`config.mk`:
```
export PLATFORM = sky130hd
export DESIGN_NAME = controller_sr04
export DESIGN_NICKNAME = d
export VERILOG_FILES = /design/src/rtl/controller_sr04.sv
export SDC_FILE = /design/constraint.sdc
export NUM_CORES = 1
export LEC_CHECK = 0
export ABC_AREA = 1
export BUFFER_PORTS_ARGS = -buffer_cell sky130_fd_sc_hd__buf_2
export CAP_MARGIN = 20
export CORE_UTILIZATION = 61
export CTS_BUF_LIST = sky130_fd_sc_hd__clkbuf_16
export CTS_CLUSTER_DIAMETER = 40
export DETAILED_ROUTE_END_ITERATION = 10
export HOLD_SLACK_MARGIN = 0.08
export PLACE_DENSITY = 0.82
export RECOVER_POWER = 100
export SYNTH_ARGS = -nofsm -noshare
export SYNTH_HDL_FRONTEND = slang
export SYNTH_SLANG_ARGS = --single-unit
export TNS_END_PERCENT = 50
```
`constraint.sdc`:
```
create_clock -name clk -period 2.97 [get_ports clk]
set_clock_uncertainty 0.15 [all_clocks]
set_input_delay 0.594 -clock clk [delete_from_list [all_inputs] [get_ports clk]]
set_output_delay 0.594 -clock clk [all_outputs]
set_load 0.005 [all_outputs]
```
`src/rtl/controller_sr04.sv`:
```
// ---------------------------------------------------------------------------
// controller_sr04
//
// Measurement controller for an HC-SR04 ultrasonic ranging sensor.
// Each measurement runs four steps:
//    1. A start request (btn_r) fires a 10 us trigger pulse.
//    2. The controller waits for the sensor's echo to rise.
//    3. It times the echo-high width in 1 us ticks.
//    4. It converts that width to whole centimetres (truncating, 1 cm per
//       US_PER_CM us), using a wrap counter rather than a divider.
//
// The result is held on 'distance' until the next measurement completes.
// If the echo never rises, or stays high too long, the result is 24'hFFFFFF.
//
// Optional feature, enabled by defining SR04_AUTO_TRIG_EN:
//    A period counter also starts a measurement every AUTO_PERIOD_US ticks
//    while idle. btn_r still works, and every start restarts the period.
//
// Ports:
//    clk        in   system clock (100 MHz nominal)
//    rst        in   asynchronous active-high reset
//    btn_r      in   start request, single-clk pulse (debounced upstream)
//    i_tick_1us in   one-clk strobe every 1 us, synchronous to clk
//    echo       in   sensor echo pin, asynchronous
//    o_trigger  out  sensor trigger pulse
//    distance   out  last result in cm (24'hFFFFFF on timeout)
// ---------------------------------------------------------------------------
module controller_sr04 #(
   parameter int TRIG_US    = 10,
   parameter int US_PER_CM  = 58,
   parameter int TIMEOUT_US = 30000
`ifdef SR04_AUTO_TRIG_EN
   ,
   parameter int AUTO_PERIOD_US = 60000
`endif
) (
   input  logic        clk,
   input  logic        rst,
   input  logic        btn_r,
   input  logic        i_tick_1us,
   input  logic        echo,
   output logic        o_trigger,
   output logic [23:0] distance
);

   // The shared tick counter times the trigger pulse, the wait for the
   // echo, and the total echo width, so it must hold the larger limit.
   localparam int TMAX = (TIMEOUT_US > TRIG_US) ? TIMEOUT_US : TRIG_US;
   localparam int TW   = $clog2(TMAX + 1);
   localparam int UW   = $clog2(US_PER_CM + 1);

   localparam logic [TW-1:0] TRIG_LAST    = TW'(TRIG_US - 1);
   localparam logic [TW-1:0] TIMEOUT_LAST = TW'(TIMEOUT_US - 1);
   localparam logic [UW-1:0] US_LAST      = UW'(US_PER_CM - 1);

   typedef enum logic [2:0] {IDLE, TRIG, WAIT_ECHO, MEASURE, DONE} state_t;

   state_t        state, state_next;
   logic [TW-1:0] tick_cnt, tick_next;
   logic [UW-1:0] us_cnt, us_next;
   logic [23:0]   cm_cnt, cm_next;
   logic          timeout_flag, timeout_next;
   logic [23:0]   dist_next;
   logic          echo_meta, echo_sync, echo_prev;
   logic          echo_rise, echo_fall;
   logic          start_req;

   // Bring the asynchronous echo pin into the clock domain.
   // The extra registered copy provides edge detection.
   always_ff @(posedge clk or posedge rst) begin
      if (rst) begin
         echo_meta <= 1'b0;
         echo_sync <= 1'b0;
         echo_prev <= 1'b0;
      end else begin
         echo_meta <= echo;
         echo_sync <= echo_meta;
         echo_prev <= echo_sync;
      end
   end

   assign echo_rise = echo_sync & ~echo_prev;
   assign echo_fall = ~echo_sync & echo_prev;

`ifdef SR04_AUTO_TRIG_EN
   localparam int PW = $clog2(AUTO_PERIOD_US + 1);
   localparam logic [PW-1:0] PERIOD_FULL = PW'(AUTO_PERIOD_US);

   logic [PW-1:0] period_cnt;

   // Free-running period timer.
   // It saturates at the full period, so a period that expires mid-measurement
   // still fires as soon as the FSM returns to idle.
   always_ff @(posedge clk or posedge rst) begin
      if (rst) begin
         period_cnt <= '0;
      end else if ((state == IDLE) && start_req) begin
         period_cnt <= '0;
      end else if (i_tick_1us && (period_cnt != PERIOD_FULL)) begin
         period_cnt <= period_cnt + PW'(1);
      end
   end

   assign start_req = btn_r | (period_cnt == PERIOD_FULL);
`else
   assign start_req = btn_r;
`endif

   // State and datapath registers.
   // o_trigger is registered from the next state, so it is high exactly
   // while the FSM sits in TRIG.
   always_ff @(posedge clk or posedge rst) begin
      if (rst) begin
         state        <= IDLE;
         tick_cnt     <= '0;
         us_cnt       <= '0;
         cm_cnt       <= '0;
         timeout_flag <= 1'b0;
         distance     <= '0;
         o_trigger    <= 1'b0;
      end else begin
         state        <= state_next;
         tick_cnt     <= tick_next;
         us_cnt       <= us_next;
         cm_cnt       <= cm_next;
         timeout_flag <= timeout_next;
         distance     <= dist_next;
         o_trigger    <= (state_next == TRIG);
      end
   end

   // Next-state and datapath logic.
   // Centimetres are accumulated by wrapping the us counter every
   // US_PER_CM ticks, which truncates any partial centimetre.
   always_comb begin
      state_next   = state;
      tick_next    = tick_cnt;
      us_next      = us_cnt;
      cm_next      = cm_cnt;
      timeout_next = timeout_flag;
      dist_next    = distance;
      case (state)
         IDLE: begin
            tick_next    = '0;
            timeout_next = 1'b0;
            if (start_req) begin
               state_next = TRIG;
            end
         end
         TRIG: begin
            if (i_tick_1us) begin
               if (tick_cnt == TRIG_LAST) begin
                  tick_next  = '0;
                  state_next = WAIT_ECHO;
               end else begin
                  tick_next = tick_cnt + TW'(1);
               end
            end
         end
         WAIT_ECHO: begin
            if (echo_rise) begin
               tick_next  = '0;
               us_next    = '0;
               cm_next    = '0;
               state_next = MEASURE;
            end else if (i_tick_1us) begin
               if (tick_cnt == TIMEOUT_LAST) begin
                  timeout_next = 1'b1;
                  state_next   = DONE;
               end else begin
                  tick_next = tick_cnt + TW'(1);
               end
            end
         end
         MEASURE: begin
            if (echo_fall) begin
               state_next = DONE;
            end else if (i_tick_1us) begin
               if (us_cnt == US_LAST) begin
                  us_next = '0;
                  cm_next = cm_cnt + 24'd1;
               end else begin
                  us_next = us_cnt + UW'(1);
               end
               if (tick_cnt == TIMEOUT_LAST) begin
                  timeout_next = 1'b1;
                  state_next   = DONE;
               end else begin
                  tick_next = tick_cnt + TW'(1);
               end
            end
         end
         DONE: begin
            dist_next  = timeout_flag ? 24'hFFFFFF : cm_cnt;
            state_next = IDLE;
         end
         default: begin
            state_next = IDLE;
         end
      endcase
   end

endmodule

```
==> flow_summary.json <==
{
  "cp.arrival_ps": 2660,
  "synthTopCellsByArea": "dfrtp_1 44%, nand2_1 12%, nor2_1 7.4%",
  "cts_buffer_depth": 2,
  "postCtsSetupBuffers": 0,
  "slew_viol_final": 0,
  "period_share_pct": 87.08,
  "hold_viol": 0,
  "viasPerCell": 5.795,
  "yosys_warnings": 0,
  "syn_nets": 611,
  "ant_nets": 0,
  "wl_um": 10210,
  "vias": 4219,
  "gp_congestion": 1.003,
  "ys_types": 41,
  "fmax_mhz": 386.7,
  "grt_pass1_vias": 3877,
  "initial_core_util_pct": 64.09,
  "synth_top_cell_area_share_pct": 43.53,
  "port_buffers": 29,
  "synthCells": 601,
  "ctsHoldBuffers": 0,
  "status": "completed",
  "synth-seq-cells": 77,
  "die_w_um": 87.19,
  "maxCapViolCount": 0,
  "synthTopCellsByCount": "139 x nand2_1, 87 x nor2_1, 77 x dfrtp_1, 74 x inv_1, 46 x nand3_1",
  "dp.cells": 712,
  "first_pass_iters": 6,
  "cts_tree": "yes",
  "die_height_um": 87.19,
  "antenna_found_initial": 0,
  "worst_pin_slew_ps": 987.3,
  "post-synth-top-area-cell": "dfrtp_1",
  "yosys.cell_count.top_type": "nand2_1",
  "grt.total_usage_pct": 29.25,
  "layout_min_cycle_time_ps": 2586,
  "grt_start_max_net_pins": 49,
  "cts_sinks": 77,
  "hp-class": "flop to flop",
  "power.total_mw": 3.004,
  "grt_pass1_wl_um": 17300,
  "drc": 0,
  "cts_root_buffer": "clkbuf_16",
  "clk_latency_ps": 340,
  "cts_buffers": 9,
  "ys_seq_area_share_pct": 43.53,
  "nFillCells": 578,
  "crit_path_start_kind": "flop",
  "nets": 637,
  "end_kind": "flop",
  "setup_tns_ps": 0,
  "post_cts_resize_count": 0,
  "max-slew-margin-rel_pct": 34.11,
  "ys_async_sr_fraction_pct": 100.0,
  "p_leak_nw": 2.444,
  "critPathKind": "flop to flop",
  "drive_gt1_share_pct": 8.070,
  "hold_ws_ps": 205.3,
  "yosys_most_used_dff": "dfrtp_1",
  "crit_required_ps": 3040,
  "syn2layout_area_growth_pct": 10.60,
  "rows": 30,
  "crit_fanout": 20,
  "io_pins": 30,
  "gr-total-overflow": 0,
  "die_area_um2": 7601,
  "htree_levels": 3,
  "core_um2": 6907,
  "synth_edf_count": 0,
  "diodes": 0,
  "stdcell_count": 728,
  "avgSynthCellArea_um2": 7.366,
  "hpwlAfterDp_um": 7231,
  "vdd_drop_max_uv": 453.5,
  "setup_viol": 0,
  "netlist_area_um2": 4427,
  "drt_iter0_drc": 380,
  "cts.clk_slew.worst_paths_ps": 60,
  "wl_per_cell_um": 14.02,
  "rsz0062_at_grt": "no",
  "p_per_area_nw_per_um2": 613.5
}
-- worst max-delay path, cell delays in order (launching register included) --
cell and delay, ps:
dfrtp_1 480, nand2_1 210, nor2_8 290, nand3_4 100
nand2_1 220, nand2_2 370, nor2_2 320, nand2_1 120
o21ai_1 140, nor2_1 60
-- kinds of logic after synthesis --
kind of cell | share of synthesized area [%]
AND/OR/NAND/NOR | 33.32
flip-flops | 43.53
adder cells (fa/ha/maj) | 1.413
buffers and inverters | 9.073
XOR/XNOR | 0.9892
AO/OA/AOI/OAI | 11.67
-- metrics by stage --
step                worst slack (ps)  utilization [%]  cell area [um^2]
floorplan                      259.3                -              4427
global placement               782.4            67.17              4639
detailed placement             669.1            67.17              4639
CTS                            600.8            71.72              4954
global route                   215.2            70.89              4896
finish                         383.8            70.89              4896
-- path summary, 6_finish.rpt --
kind / from / to / slack, ps / cells past startpoint
min in group asynchronous: rst / cm_cnt[2] / 340 / 2
max in group asynchronous: rst / cm_cnt[17] / 950 / 3
worst max-delay path: state[0] / cm_cnt[7] / 380 / 9
worst min-delay path: echo_meta / echo_sync / 210 / 0
worst max register to register: state[0] / cm_cnt[7] / 380 / 9
worst min register to register: echo_meta / echo_sync / 210 / 0
-- report_power, final --
group,total (mW),leakage [nW],switching [mW],internal [mW]
Combinational,0.623,1.28,0.455,0.168
Sequential,1.23,1.01,0.0984,1.13
Clock,1.15,0.151,0.424,0.731
Total,3.00,2.44,0.978,2.03
-- cell usage in the layout, fill, tap and decap left out, drive strengths merged --
cell      Yosys  layout
buf          13      19
o21ai        26      26
a21o          2       2
nor4          2       2
a31oi        24      24
a211oi        1       1
clkinvlp      0       1
a21boi        2       2
inv          79      80
and3          1       1
o22ai         2       2
o21bai        1       1
xnor2         1       1
xor2          4       4
nor3         22      22
nor3b         2       2
o31ai         2       2
nand3        48      48
clkbuf        5      23
dfrtp        77      77
bufinv        0       2
nand4        21      21
a21oi        26      26
nand2       142     142
nor2         91      91
or2           1       1
clkinv        0       3
ha            5       5
a22o          1       1
-- area by class of cell --
type | instances | area (um^2) | area share, %
sequential | 77 | 1927 | 39.36
clock buffer | 9 | 225.2 | 4.600
multi-input combinational | 427 | 2083 | 42.55
tap | 96 | 120.1 | 2.453
timing repair buffer | 33 | 152.6 | 3.118
clock inverter | 7 | 88.84 | 1.814
inverter | 79 | 299.0 | 6.108
-- registers in the layout, summed over array words and instances, names as in the netlist --
register,count
state,3
distance,24
timeout_flag,1
tick_cnt,15
o_trigger,1
us_cnt,6
echo_meta,1
echo_prev,1
echo_sync,1
cm_cnt,24
-- layer usage --
metal  share of wire, %  up-vias  GRT usage (%)
met5                  0        -              0
met4                2.7        0          12.52
met3                7.6       35          5.213
met2                 48      216          48.53
met1                 42     1939          37.75
li1                   -     2029              -
No activity file was read; power rests on OpenSTA's default activity.
